<file path="src/rtl/alu_operand_stage_pkg.sv">
// Operation encoding and operand-class predicates shared by the ALU operand stage.
package alu_operand_stage_pkg;

  typedef enum logic [4:0] {
    OP_NOP   = 5'd0,
    OP_ADD   = 5'd1,
    OP_SUB   = 5'd2,
    OP_AND   = 5'd3,
    OP_OR    = 5'd4,
    OP_XOR   = 5'd5,
    OP_ADDI  = 5'd6,
    OP_ANDI  = 5'd7,
    OP_ORI   = 5'd8,
    OP_XORI  = 5'd9,
    OP_JAL   = 5'd10,
    OP_JALR  = 5'd11,
    OP_AUIPC = 5'd12,
    OP_LD    = 5'd13,
    OP_SD    = 5'd14,
    OP_ADDW  = 5'd15,
    OP_SUBW  = 5'd16,
    OP_ADDIW = 5'd17
  } op_t;

  function automatic logic is_pc_op(input op_t op);
    return op inside {OP_JAL, OP_JALR, OP_AUIPC};
  endfunction

  function automatic logic is_imm_op(input op_t op);
    return op inside {OP_ADDI, OP_XORI, OP_ORI, OP_ANDI, OP_JAL, OP_JALR,
                      OP_AUIPC, OP_SD, OP_LD, OP_ADDIW};
  endfunction

  function automatic logic is_word_op(input op_t op);
    return op inside {OP_ADDW, OP_SUBW, OP_ADDIW};
  endfunction

  // JALR reads rs1 as its jump base even though alu_in1 carries the PC.
  function automatic logic uses_rs1(input op_t op);
    return !is_pc_op(op) || (op == OP_JALR);
  endfunction

  // Stores take the immediate as address offset but still need rs2 as data.
  function automatic logic uses_rs2(input op_t op);
    return !is_imm_op(op) || (op == OP_SD);
  endfunction

endpackage

</file>
<file path="src/rtl/alu_operand_stage_fwd_select.sv">
// Picks the youngest live forwarding source matching a register index, else the RF value.
module fwd_select #(
  parameter int NFWD = 3,
  parameter int XLEN = 64
) (
  input  logic [4:0]           i_src,
  input  logic [XLEN-1:0]      i_rf_data,
  input  logic [NFWD-1:0]      i_fwd_valid,
  input  logic [NFWD-1:0]      i_fwd_pending,
  input  logic [NFWD*5-1:0]    i_fwd_rd,
  input  logic [NFWD*XLEN-1:0] i_fwd_data,
  output logic [XLEN-1:0]      o_data,
  output logic                 o_pending
);

  // Scan oldest to youngest so the lowest matching index wins.
  always_comb begin
    o_data    = i_rf_data;
    o_pending = 1'b0;
    for (int i = NFWD - 1; i >= 0; i--) begin
      if (i_src != 5'd0 && i_fwd_valid[i] && i_fwd_rd[i*5 +: 5] == i_src) begin
        o_data    = i_fwd_data[i*XLEN +: XLEN];
        o_pending = i_fwd_pending[i];
      end
    end
  end

endmodule

</file>
<file path="src/rtl/alu_operand_stage.sv">
// Decode/execute boundary: operand select with forwarding, load-use stall, one-entry output register.
module alu_operand_stage
  import alu_operand_stage_pkg::*;
#(
  parameter int XLEN      = 64,
  parameter int NFWD      = 3,
  parameter int SEXT_WORD = 1,
  parameter int CNT_W     = 32
) (
  input  logic                 clk,
  input  logic                 reset,
  input  logic                 flush,
  input  logic                 in_valid,
  output logic                 in_ready,
  input  op_t                  in_op,
  input  logic [XLEN-1:0]      in_pc,
  input  logic [XLEN-1:0]      in_imm,
  input  logic [4:0]           in_rs1,
  input  logic [4:0]           in_rs2,
  input  logic [XLEN-1:0]      in_rd1,
  input  logic [XLEN-1:0]      in_rd2,
  input  logic [NFWD-1:0]      fwd_valid,
  input  logic [NFWD-1:0]      fwd_pending,
  input  logic [NFWD*5-1:0]    fwd_rd,
  input  logic [NFWD*XLEN-1:0] fwd_data,
  output logic                 out_valid,
  input  logic                 out_ready,
  output op_t                  out_op,
  output logic [XLEN-1:0]      out_pc,
  output logic [XLEN-1:0]      out_alu_in1,
  output logic [XLEN-1:0]      out_alu_in2,
  output logic [XLEN-1:0]      out_store_data,
  output logic [CNT_W-1:0]     stall_cnt
);

  function automatic logic [XLEN-1:0] sext_word(input logic [XLEN-1:0] v);
    return {{(XLEN-32){v[31]}}, v[31:0]};
  endfunction

  logic [XLEN-1:0]  w_rs1_val_p0, w_rs2_val_p0;
  logic             w_rs1_pend_p0, w_rs2_pend_p0;
  logic [XLEN-1:0]  w_alu_in1_p0, w_alu_in2_p0;
  logic             w_haz_p0, w_load_p0;

  logic             r_vld_p1;
  op_t              r_op_p1;
  logic [XLEN-1:0]  r_pc_p1, r_alu_in1_p1, r_alu_in2_p1, r_store_data_p1;
  logic [CNT_W-1:0] r_stall_cnt;

  fwd_select #(.NFWD(NFWD), .XLEN(XLEN)) u_fwd_rs1 (
    .i_src         (in_rs1),
    .i_rf_data     (in_rd1),
    .i_fwd_valid   (fwd_valid),
    .i_fwd_pending (fwd_pending),
    .i_fwd_rd      (fwd_rd),
    .i_fwd_data    (fwd_data),
    .o_data        (w_rs1_val_p0),
    .o_pending     (w_rs1_pend_p0)
  );

  fwd_select #(.NFWD(NFWD), .XLEN(XLEN)) u_fwd_rs2 (
    .i_src         (in_rs2),
    .i_rf_data     (in_rd2),
    .i_fwd_valid   (fwd_valid),
    .i_fwd_pending (fwd_pending),
    .i_fwd_rd      (fwd_rd),
    .i_fwd_data    (fwd_data),
    .o_data        (w_rs2_val_p0),
    .o_pending     (w_rs2_pend_p0)
  );

  // Stage p0: operand select, word sign-extension, hazard and handshake.
  always_comb begin
    w_alu_in1_p0 = is_pc_op(in_op)  ? in_pc  : w_rs1_val_p0;
    w_alu_in2_p0 = is_imm_op(in_op) ? in_imm : w_rs2_val_p0;
    if (SEXT_WORD != 0 && is_word_op(in_op)) begin
      w_alu_in1_p0 = sext_word(w_alu_in1_p0);
      w_alu_in2_p0 = sext_word(w_alu_in2_p0);
    end
  end

  assign w_haz_p0  = in_valid && ((uses_rs1(in_op) && w_rs1_pend_p0) ||
                                  (uses_rs2(in_op) && w_rs2_pend_p0));
  assign in_ready  = (!r_vld_p1 || out_ready) && !w_haz_p0 && !flush;
  assign w_load_p0 = in_valid && in_ready;

  // Stage p1: execute-input register.
  always_ff @(posedge clk or negedge reset) begin
    if (!reset) begin
      r_vld_p1        <= 1'b0;
      r_op_p1         <= OP_NOP;
      r_pc_p1         <= '0;
      r_alu_in1_p1    <= '0;
      r_alu_in2_p1    <= '0;
      r_store_data_p1 <= '0;
    end else begin
      if (flush) begin
        r_vld_p1 <= 1'b0;
      end else if (w_load_p0) begin
        r_vld_p1 <= 1'b1;
      end else if (out_ready) begin
        r_vld_p1 <= 1'b0;
      end
      if (w_load_p0) begin
        r_op_p1         <= in_op;
        r_pc_p1         <= in_pc;
        r_alu_in1_p1    <= w_alu_in1_p0;
        r_alu_in2_p1    <= w_alu_in2_p0;
        r_store_data_p1 <= w_rs2_val_p0;
      end
    end
  end

  always_ff @(posedge clk or negedge reset) begin
    if (!reset) begin
      r_stall_cnt <= '0;
    end else if (w_haz_p0 && !flush && r_stall_cnt != {CNT_W{1'b1}}) begin
      r_stall_cnt <= r_stall_cnt + CNT_W'(1);
    end
  end

  assign out_valid      = r_vld_p1;
  assign out_op         = r_op_p1;
  assign out_pc         = r_pc_p1;
  assign out_alu_in1    = r_alu_in1_p1;
  assign out_alu_in2    = r_alu_in2_p1;
  assign out_store_data = r_store_data_p1;
  assign stall_cnt      = r_stall_cnt;

endmodule

</file>
<file path="config.mk">
export PLATFORM = sky130hd
export DESIGN_NAME = alu_operand_stage
export DESIGN_NICKNAME = d
export VERILOG_FILES = /design/src/rtl/alu_operand_stage_pkg.sv /design/src/rtl/alu_operand_stage_fwd_select.sv /design/src/rtl/alu_operand_stage.sv
export SDC_FILE = /design/constraint.sdc
export NUM_CORES = 1
export LEC_CHECK = 0
export ABC_AREA = 1
export ABC_CLOCK_PERIOD_IN_PS = 3300
export BUFFER_PORTS_ARGS = -buffer_cell sky130_fd_sc_hd__clkbuf_2
export CAP_MARGIN = 30
export CORE_AREA = 5 5 300 302
export DETAILED_ROUTE_END_ITERATION = 7
export DIE_AREA = 0 0 305 307
export GPL_TIMING_DRIVEN = 0
export PLACE_DENSITY_LB_ADDON = 0.25
export SYNTH_ARGS = -nofsm -noshare
export SYNTH_HDL_FRONTEND = slang
export SYNTH_SLANG_ARGS = --single-unit
</file>
<file path="constraint.sdc">
create_clock -name clk -period 3.3 [get_ports clk]
set_input_delay 0.99 -clock clk [delete_from_list [all_inputs] [get_ports clk]]
set_output_delay 0.99 -clock clk [all_outputs]
set_load 0.05 [all_outputs]
</file>
==> out/qor.txt, run 1 <==
==========================================================================================
P_sw                                                                               7314 uW
Warnings, synthesis                                                                      0
Net Count, Synth                                                                     3,732
Core box area                                                                  87,420 um^2
DPL Wire Length                                                                   103.2 mm
Die outline width                                                                   305 um
RePlAce Congestion                                                                  0.9308
Fin. Hold Viols                                                                          0
Vias per cell                                                                        4.634
Type of the most critical hold path                                           input port to asynchronous set/reset pin
Worst rel slew slack                                                                0.3493
Starting density of the core                                                        0.2277
Number of H-tree levels                                                                  2
CP Data Arrival Time                                                               2.40 ns
Layout overhead on the synthesized area                                             38.00%
Share of flip-flops with an asynchronous set or reset                                1.000
DR WL/cell                                                                        24.13 um
Run status                                                                    complete, but fails checks
Sequential fraction of the synthesis area                                           0.3696
Worst path top cell family by delay                                           simple AND/OR/NAND/NOR gates
Critical path class                                                           input port to output port
CP endpoint kind                                                               output port
Post-synthesis register bit count                                                      294
Final-report max-slew violation count                                                    0
Number of buffers and inverters on the critical path                                     4
Max Cap Viol                                                                             0
Max frequency                                                                    294.7 MHz
Residual overflow from global routing                                                    0
Peak ir drop on the vdd network                                                  0.4291 mV
Pwr/cell area                                                                 585.5 nW/um^2
Layout cell share with drive strength beyond 1                                      0.2649
M2 GR Usage                                                                         0.4449
Met3 capacity usage during global routing                                          0.05716
Residual antenna-violating net count after detailed routing                              0
Antenna violations before repair                                                        24
Largest fanout of any net on the critical path                                           4
Non-Filler Cell Area, Final                                                    27,470 um^2
Count of buffers from port buffering                                                   783
Total Negative Setup Slacks                                                    -0.09382 ns
Setup repair after global routing missed its margin                                    yes
Failing checks                                                                negative setup slack
Switching Fraction                                                                  0.4548
Inst Count DP                                                                        5,195
Static leakage                                                                  0.01579 uW
Cells after synthesis                                                                3,242
Total number of clock tree sinks                                                       294
TritonCTS clock tree                                                                 built
Maximum cell stage delay along the critical path                                   0.16 ns
CTS Root Cell                                                                    clkbuf_16
Deepest clock path buffer count                                                          3
Worst-case setup margin in the final layout                                    -0.09382 ns
Logic gate share of total power                                                      0.390
Detailed-router iteration count before antenna repair                                    5
DP Area                                                                        25,410 um^2
Minimum period implied by the final worst setup slack                             3.394 ns
Number of library cell types mapped by synthesis                                        34
Most frequently used flop master after synthesis                                   dfrtp_1
Largest net degree at the start of global routing                                      102
Cell internal pwr                                                                  8769 uW
Cell with the most instances on the worst path                                     nand2_2
Rows                                                                                   109
Most heavily used metal layer in global routing                                       met2
Die area                                                                       93,640 um^2
Final critical-path share of the clock period                                        1.028
Total I/O pin count                                                                    784
Total clock buffers created by CTS                                                      43
Total power draw                                                                 16,080 uW
Count of final setup violators                                                           1
Worst-case clock skew                                                           0.02602 ns
Clock network power share                                                            0.313
Total wirelength of the detailed-routed design                                    128.1 mm
Met1 Usage GRT                                                                      0.3324
Clock edge transition at the registers on the reported setup and hold paths        0.06 ns
Y dimension of the die                                                              307 um
Global-route wire length before repair                                            179.5 mm
Layout Cells excl Fill                                                               5,309
EDFF count, synth                                                                        0
Overall via count from detail_route                                                 24,601
Startpoint Class                                                                input port
Highest-delay cell along the critical path                                           buf_8
Syn_area_per_cell                                                               6.139 um^2
CP cell instances                                                             buf_4 > inv_4 > nand2_1 > nand2_2 > nand2_2 > nor2_4 > buf_12 > nand2_8 > nor2_4 > nand2_1 > nand2_2 > nand2_4 > nand2_8 > a21boi_4 > buf_8
GR Util All Layers                                                                  0.2621
Detailed-route DRC error count                                                           0
Number of violations reported at the end of detailed-routing iteration 0             1,889
Sequential Power Share                                                               0.297
Actual slew at the worst max-slew pin                                            0.9760 ns
Number of nets in the layout                                                         4,587
Cell area after synthesis                                                      19,900 um^2
Via count of the first global-routing pass                                          24,435
Clock Latency Late Sink                                                            0.59 ns
Data required, critical path                                                       2.31 ns
==========================================================================================
## metrics by stage
stage | setup WS [ns] | hold slack (ns) | utilization
after floorplan | 0.07593 | 0.6944 | -
final | -0.09382 | 0.3672 | 0.3142
after global placement | -6.146 | 0.4632 | 0.2893
after global routing | -0.1950 | 0.3749 | 0.3139
after detailed placement | -1.396 | 0.4638 | 0.2907
after CTS | -0.1843 | 0.3461 | 0.3124
## registers in the layout, summed over array words and instances, names as in the netlist
name and count:
out_valid 1, stall_cnt 32, out_op 5, out_alu_in1 64, out_alu_in2 64, out_pc 64, out_store_data 64
## placed cells by master (no fill, tap or decap), drive strengths merged, types with 32 or more instances in the layout
cell type  count
nand3        404
o211ai        32
clkbuf       903
buf          154
nand2       1571
inv          324
or2           63
dfrtp        294
o21ai        164
nor2         116
## worst paths after layout
| kind | to | cells past startpoint | slack, ns | start |
|---|---|---|---|---|
| hold / removal | out_alu_in1[58] | 1 | 0.37 | reset |
| min in group clk | out_store_data[43] | 2 | 0.48 | out_store_data[43] |
| setup / recovery | in_ready | 15 | -0.09 | in_rs2[4] |
| setup reg to reg | out_alu_in1[32] | 7 | 0.79 | out_valid |
| hold reg to reg | out_store_data[43] | 2 | 0.48 | out_store_data[43] |
| max in group asynchronous | out_pc[19] | 3 | 1.57 | reset |
## final cells by class
cell class                 count  area (um^2)
sequential                   294         7357
multi-input combinational   2433        10700
antenna                       18        45.04
buffer                       190        883.3
clock inverter                17        267.8
timing repair buffer         811         4279
fill                       10051        59950
inverter                     324         1246
tap                         1165         1458
clock buffer                  57         1230
## routing by layer
| metal | routed length (um) | vias up |
|---|---|---|
| met5 | 27 | - |
| met2 | 60230 | 1012 |
| met1 | 53650 | 11611 |
| met4 | 4914 | 4 |
| li1 | - | 11765 |
| met3 | 9300 | 209 |
## power by group through the flow
stage	Clock (uW)	Sequential, uW	Combinational (uW)
after floorplan	0	7240	1450
after global placement	0	4810	6210
after detailed placement	0	4820	6230
after CTS	5150	4770	6300
after global routing	5280	4860	6660
final	5030	4780	6270
## kinds of logic after synthesis
kind of cell,after synthesis,synth area share
xor gates and xnor gates,33,0.01452
DFF,294,0.3696
and+or+nand+nor,2193,0.4539
adders and majority gates,1,0.0006285
AOI/OAI and AO/OA,206,0.05620
buffers and inverters,515,0.1051
## what timing repair did
action,in CTS,in global routing
hold endpoints to repair,0,0
hold buffers,0,0
setup endpoints to repair,295,9
gates resized for setup,70,37
pin swaps,17,20
buffers inserted,17,7
## synth_stat cells, types with 2 or more instances
library cell / instances / area (um^2)
nor2_4: 2 / 22.52
xor2_1: 20 / 175.2
nor4_1: 7 / 43.79
nor3_1: 16 / 80.08
nor2_2: 3 / 18.77
buf_6: 8 / 90.09
dfrtp_1: 294 / 7357
o21ai_0: 107 / 535.5
or2_2: 63 / 394.1
clkbuf_1: 70 / 262.8
nand3_1: 403 / 2017
buf_2: 75 / 375.4
a21oi_1: 7 / 35.03
nand2_1: 1565 / 5874
o211ai_1: 32 / 240.2
inv_2: 9 / 33.78
inv_1: 314 / 1179
xnor2_1: 13 / 113.9
nand4_1: 13 / 81.33
buf_1: 36 / 135.1
nand2_2: 6 / 37.54
o21ai_1: 57 / 285.3
nor2_1: 111 / 416.7
(Power assumes the default switching activity.)
==> run 2, diff against run 1 <==
--- a/config.mk
+++ b/config.mk
@@ -14,6 +14,7 @@
 export DIE_AREA = 0 0 305 307
 export GPL_TIMING_DRIVEN = 0
 export PLACE_DENSITY_LB_ADDON = 0.25
+export SETUP_SLACK_MARGIN = 0.4
 export SYNTH_ARGS = -nofsm -noshare
 export SYNTH_HDL_FRONTEND = slang
 export SYNTH_SLANG_ARGS = --single-unit
==> out/qor.txt, run 2 (synthesized netlist as in run 1, its figures left out) <==
==========================================================================================
Run status                                                                    complete, but fails checks
Failing checks                                                                negative setup slack
Total I/O pin count                                                                    784   unchanged
Count of buffers from port buffering                                                   783   unchanged
Starting density of the core                                                        0.2277   unchanged
Clock edge transition at the registers on the reported setup and hold paths        0.06 ns   about the same
Number of violations reported at the end of detailed-routing iteration 0             1,989   +5.3%
Number of nets in the layout                                                         4,603   +0.35%
Count of final setup violators                                                           1   unchanged
Residual antenna-violating net count after detailed routing                              0   unchanged
Actual slew at the worst max-slew pin                                            0.8573 ns   -0.1187 ns
Residual overflow from global routing                                                    0   unchanged
Total Negative Setup Slacks                                                    -0.05825 ns   +0.03557 ns
Total power draw                                                                 16,060 uW   -0.15%
Non-Filler Cell Area, Final                                                    27,850 um^2   +1.4%
Detailed-route DRC error count                                                           0   unchanged
Detailed-router iteration count before antenna repair                                    5   unchanged
DP Area                                                                        25,460 um^2   +0.19%
Fin. Hold Viols                                                                          0   unchanged
Minimum period implied by the final worst setup slack                             3.358 ns   -0.03557 ns
Final-report max-slew violation count                                                    0   unchanged
Final critical-path share of the clock period                                        1.018   -0.01078
Largest fanout of any net on the critical path                                           5   +1
Most common library cell in the layout ignoring fill and taps                      nand2_1
Setup repair after global routing missed its margin                                    yes
Max Cap Viol                                                                             0   unchanged
Global-route wire length before repair                                            178.7 mm   -0.43%
Cell with the most instances on the worst path                                     nand2_4
Largest net degree at the start of global routing                                       96   -5.9%
Total number of clock tree sinks                                                       294   unchanged
R2R Path End                                                                  stall_cnt[18]
Overall via count from detail_route                                                 24,646   +0.18%
Peak ir drop on the vdd network                                                  0.3888 mV   -9.4%
GR Util All Layers                                                                  0.2603   -0.001788
Static leakage                                                                  0.01605 uW   +1.7%
Pwr/cell area                                                                 576.7 nW/um^2   -1.5%
Clock Latency Late Sink                                                            0.60 ns   about the same
Cells on worst reg2reg path                                                             11   +4
Most frequent cells in the layout                                             nand2_1, clkbuf_2, nand3_1
Layout cell share with drive strength beyond 1                                      0.2817   +0.01681
Total clock buffers created by CTS                                                      41   -4.7%
Total wirelength of the detailed-routed design                                    127.4 mm   -0.60%
Area of combinational cells with multiple inputs                               10,760 um^2   +0.57%
Antenna violations before repair                                                        34   +42%
Die area                                                                       93,640 um^2   unchanged
CP Data Arrival Time                                                               2.37 ns   -0.03 ns
CP cell instances                                                             buf_4 > inv_4 > nand2_2 > a21oi_2 > nand2_4 > nand3_4 > nor2_4 > nor2_2 > nor2_2 > nand2_4 > nand2_4 > a21boi_4 > buf_8
Worst-case clock skew                                                           0.04036 ns   +0.01433 ns
Maximum cell stage delay along the critical path                                   0.17 ns   about the same
Final core utilization                                                              0.3186   +0.004351
CTS Root Cell                                                                    clkbuf_16
Data required, critical path                                                       2.31 ns   about the same
Number of fill cells in the layout                                                   9,988   -0.63%
Slack of the worst reg-to-reg path                                                 0.77 ns   -0.02 ns
Critical path launch point                                                        in_op[4]
Startpoint Class                                                                input port
Rows                                                                                   109   unchanged
DR WL/cell                                                                        23.90 um   -0.98%
Area taken by flip-flops and latches                                             7357 um^2   unchanged
CP endpoint kind                                                               output port
Critical path class                                                           input port to output port
Number of H-tree levels                                                                  2   unchanged
Layout overhead on the synthesized area                                             39.91%
Highest-delay cell along the critical path                                        a21boi_4
TritonCTS clock tree                                                                 built
Worst-case setup slack after placement                                           -1.391 ns   +0.005250 ns
RePlAce Congestion                                                                  0.9523   +2.3%
Max frequency                                                                    297.8 MHz   +1.1%
Type of the most critical hold path                                           input port to asynchronous set/reset pin
Die outline width                                                                   305 um   unchanged
DPL Wire Length                                                                   102.8 mm   -0.46%
Start of the worst register-to-register path                                  stall_cnt[0]
Worst-case setup margin in the final layout                                    -0.05825 ns   +0.03557 ns
Worst rel slew slack                                                                0.4285   +0.07916
Deepest clock path buffer count                                                          3   unchanged
Via count of the first global-routing pass                                          24,331   -0.43%
Core box area                                                                  87,420 um^2   unchanged
Vias per cell                                                                        4.625   -0.19%
Y dimension of the die                                                              307 um   unchanged
==========================================================================================
[run 2: changes by cell type in the layout (fill, tap and decap cells not counted), moves of 9 or more]
cell and delta:
buf_1 -12, buf_2 -21, buf_4 +24, clkbuf_1 -17, clkbuf_2 +25, clkbuf_4 +9, nand2_1 -13, nand2_2 +11
[run 2: where the power goes]
part,switching [uW],internal (uW)
clock,1960,3030
sequential,473,4310
combinational,4870,1420
total,7300,8760
[run 2: worst max-delay path by stage]
stage	end	slack, ns
floorplan	in_ready	0.20
global placement	stall_cnt[5]	-6.11
detailed placement	out_alu_in1[32]	-1.39
CTS	in_ready	-0.09
global route	in_ready	-0.13
finish	in_ready	-0.06
[run 2: per-stage QoR]
step | hold WS [ns] | instances
after floorplan | 0.6944 | 3242
after CTS | 0.3138 | 5298
after global routing | 0.3374 | 5320
final | 0.3288 | 5329
after global placement | 0.4625 | 5190
after detailed placement | 0.4640 | 5195
[run 2: metal layers]
layer	GRT usage	share of wire	up-vias
met3	0.06612	0.078	194
li1	-	-	11795
met4	0.07075	0.029	20
met5	0	0.0010	-
met1	0.3315	0.42	11655
met2	0.4410	0.47	982
[run 2: repair_timing]
item | in CTS | in global routing
pin swaps | 26 | 35
endpoints found under the setup margin | 295 | 158
buffers inserted | 27 | 13
hold buffers | 0 | 0
endpoints found under the hold margin | 0 | 0
gates resized for setup | 109 | 100
[run 2: layout make-up]
type	instances	area share
Multi-Input combinational cell	2433	0.3865
Clock buffer	55	0.04160
Sequential cell	294	0.2642
Clock inverter	21	0.01146
Tap cell	1165	0.05234
Inverter	324	0.04538
Antenna cell	18	0.001617
Timing Repair Buffer	828	0.1608
Buffer	191	0.03608
[run 2: critical path: cells and delay by family]
| kind | cells | cell delay [ns] |
|---|---|---|
| AND/OR/NAND/NOR | 8 | 0.70 |
| AO/OA/AOI/OAI | 2 | 0.32 |
| buffers and inverters | 3 | 0.36 |
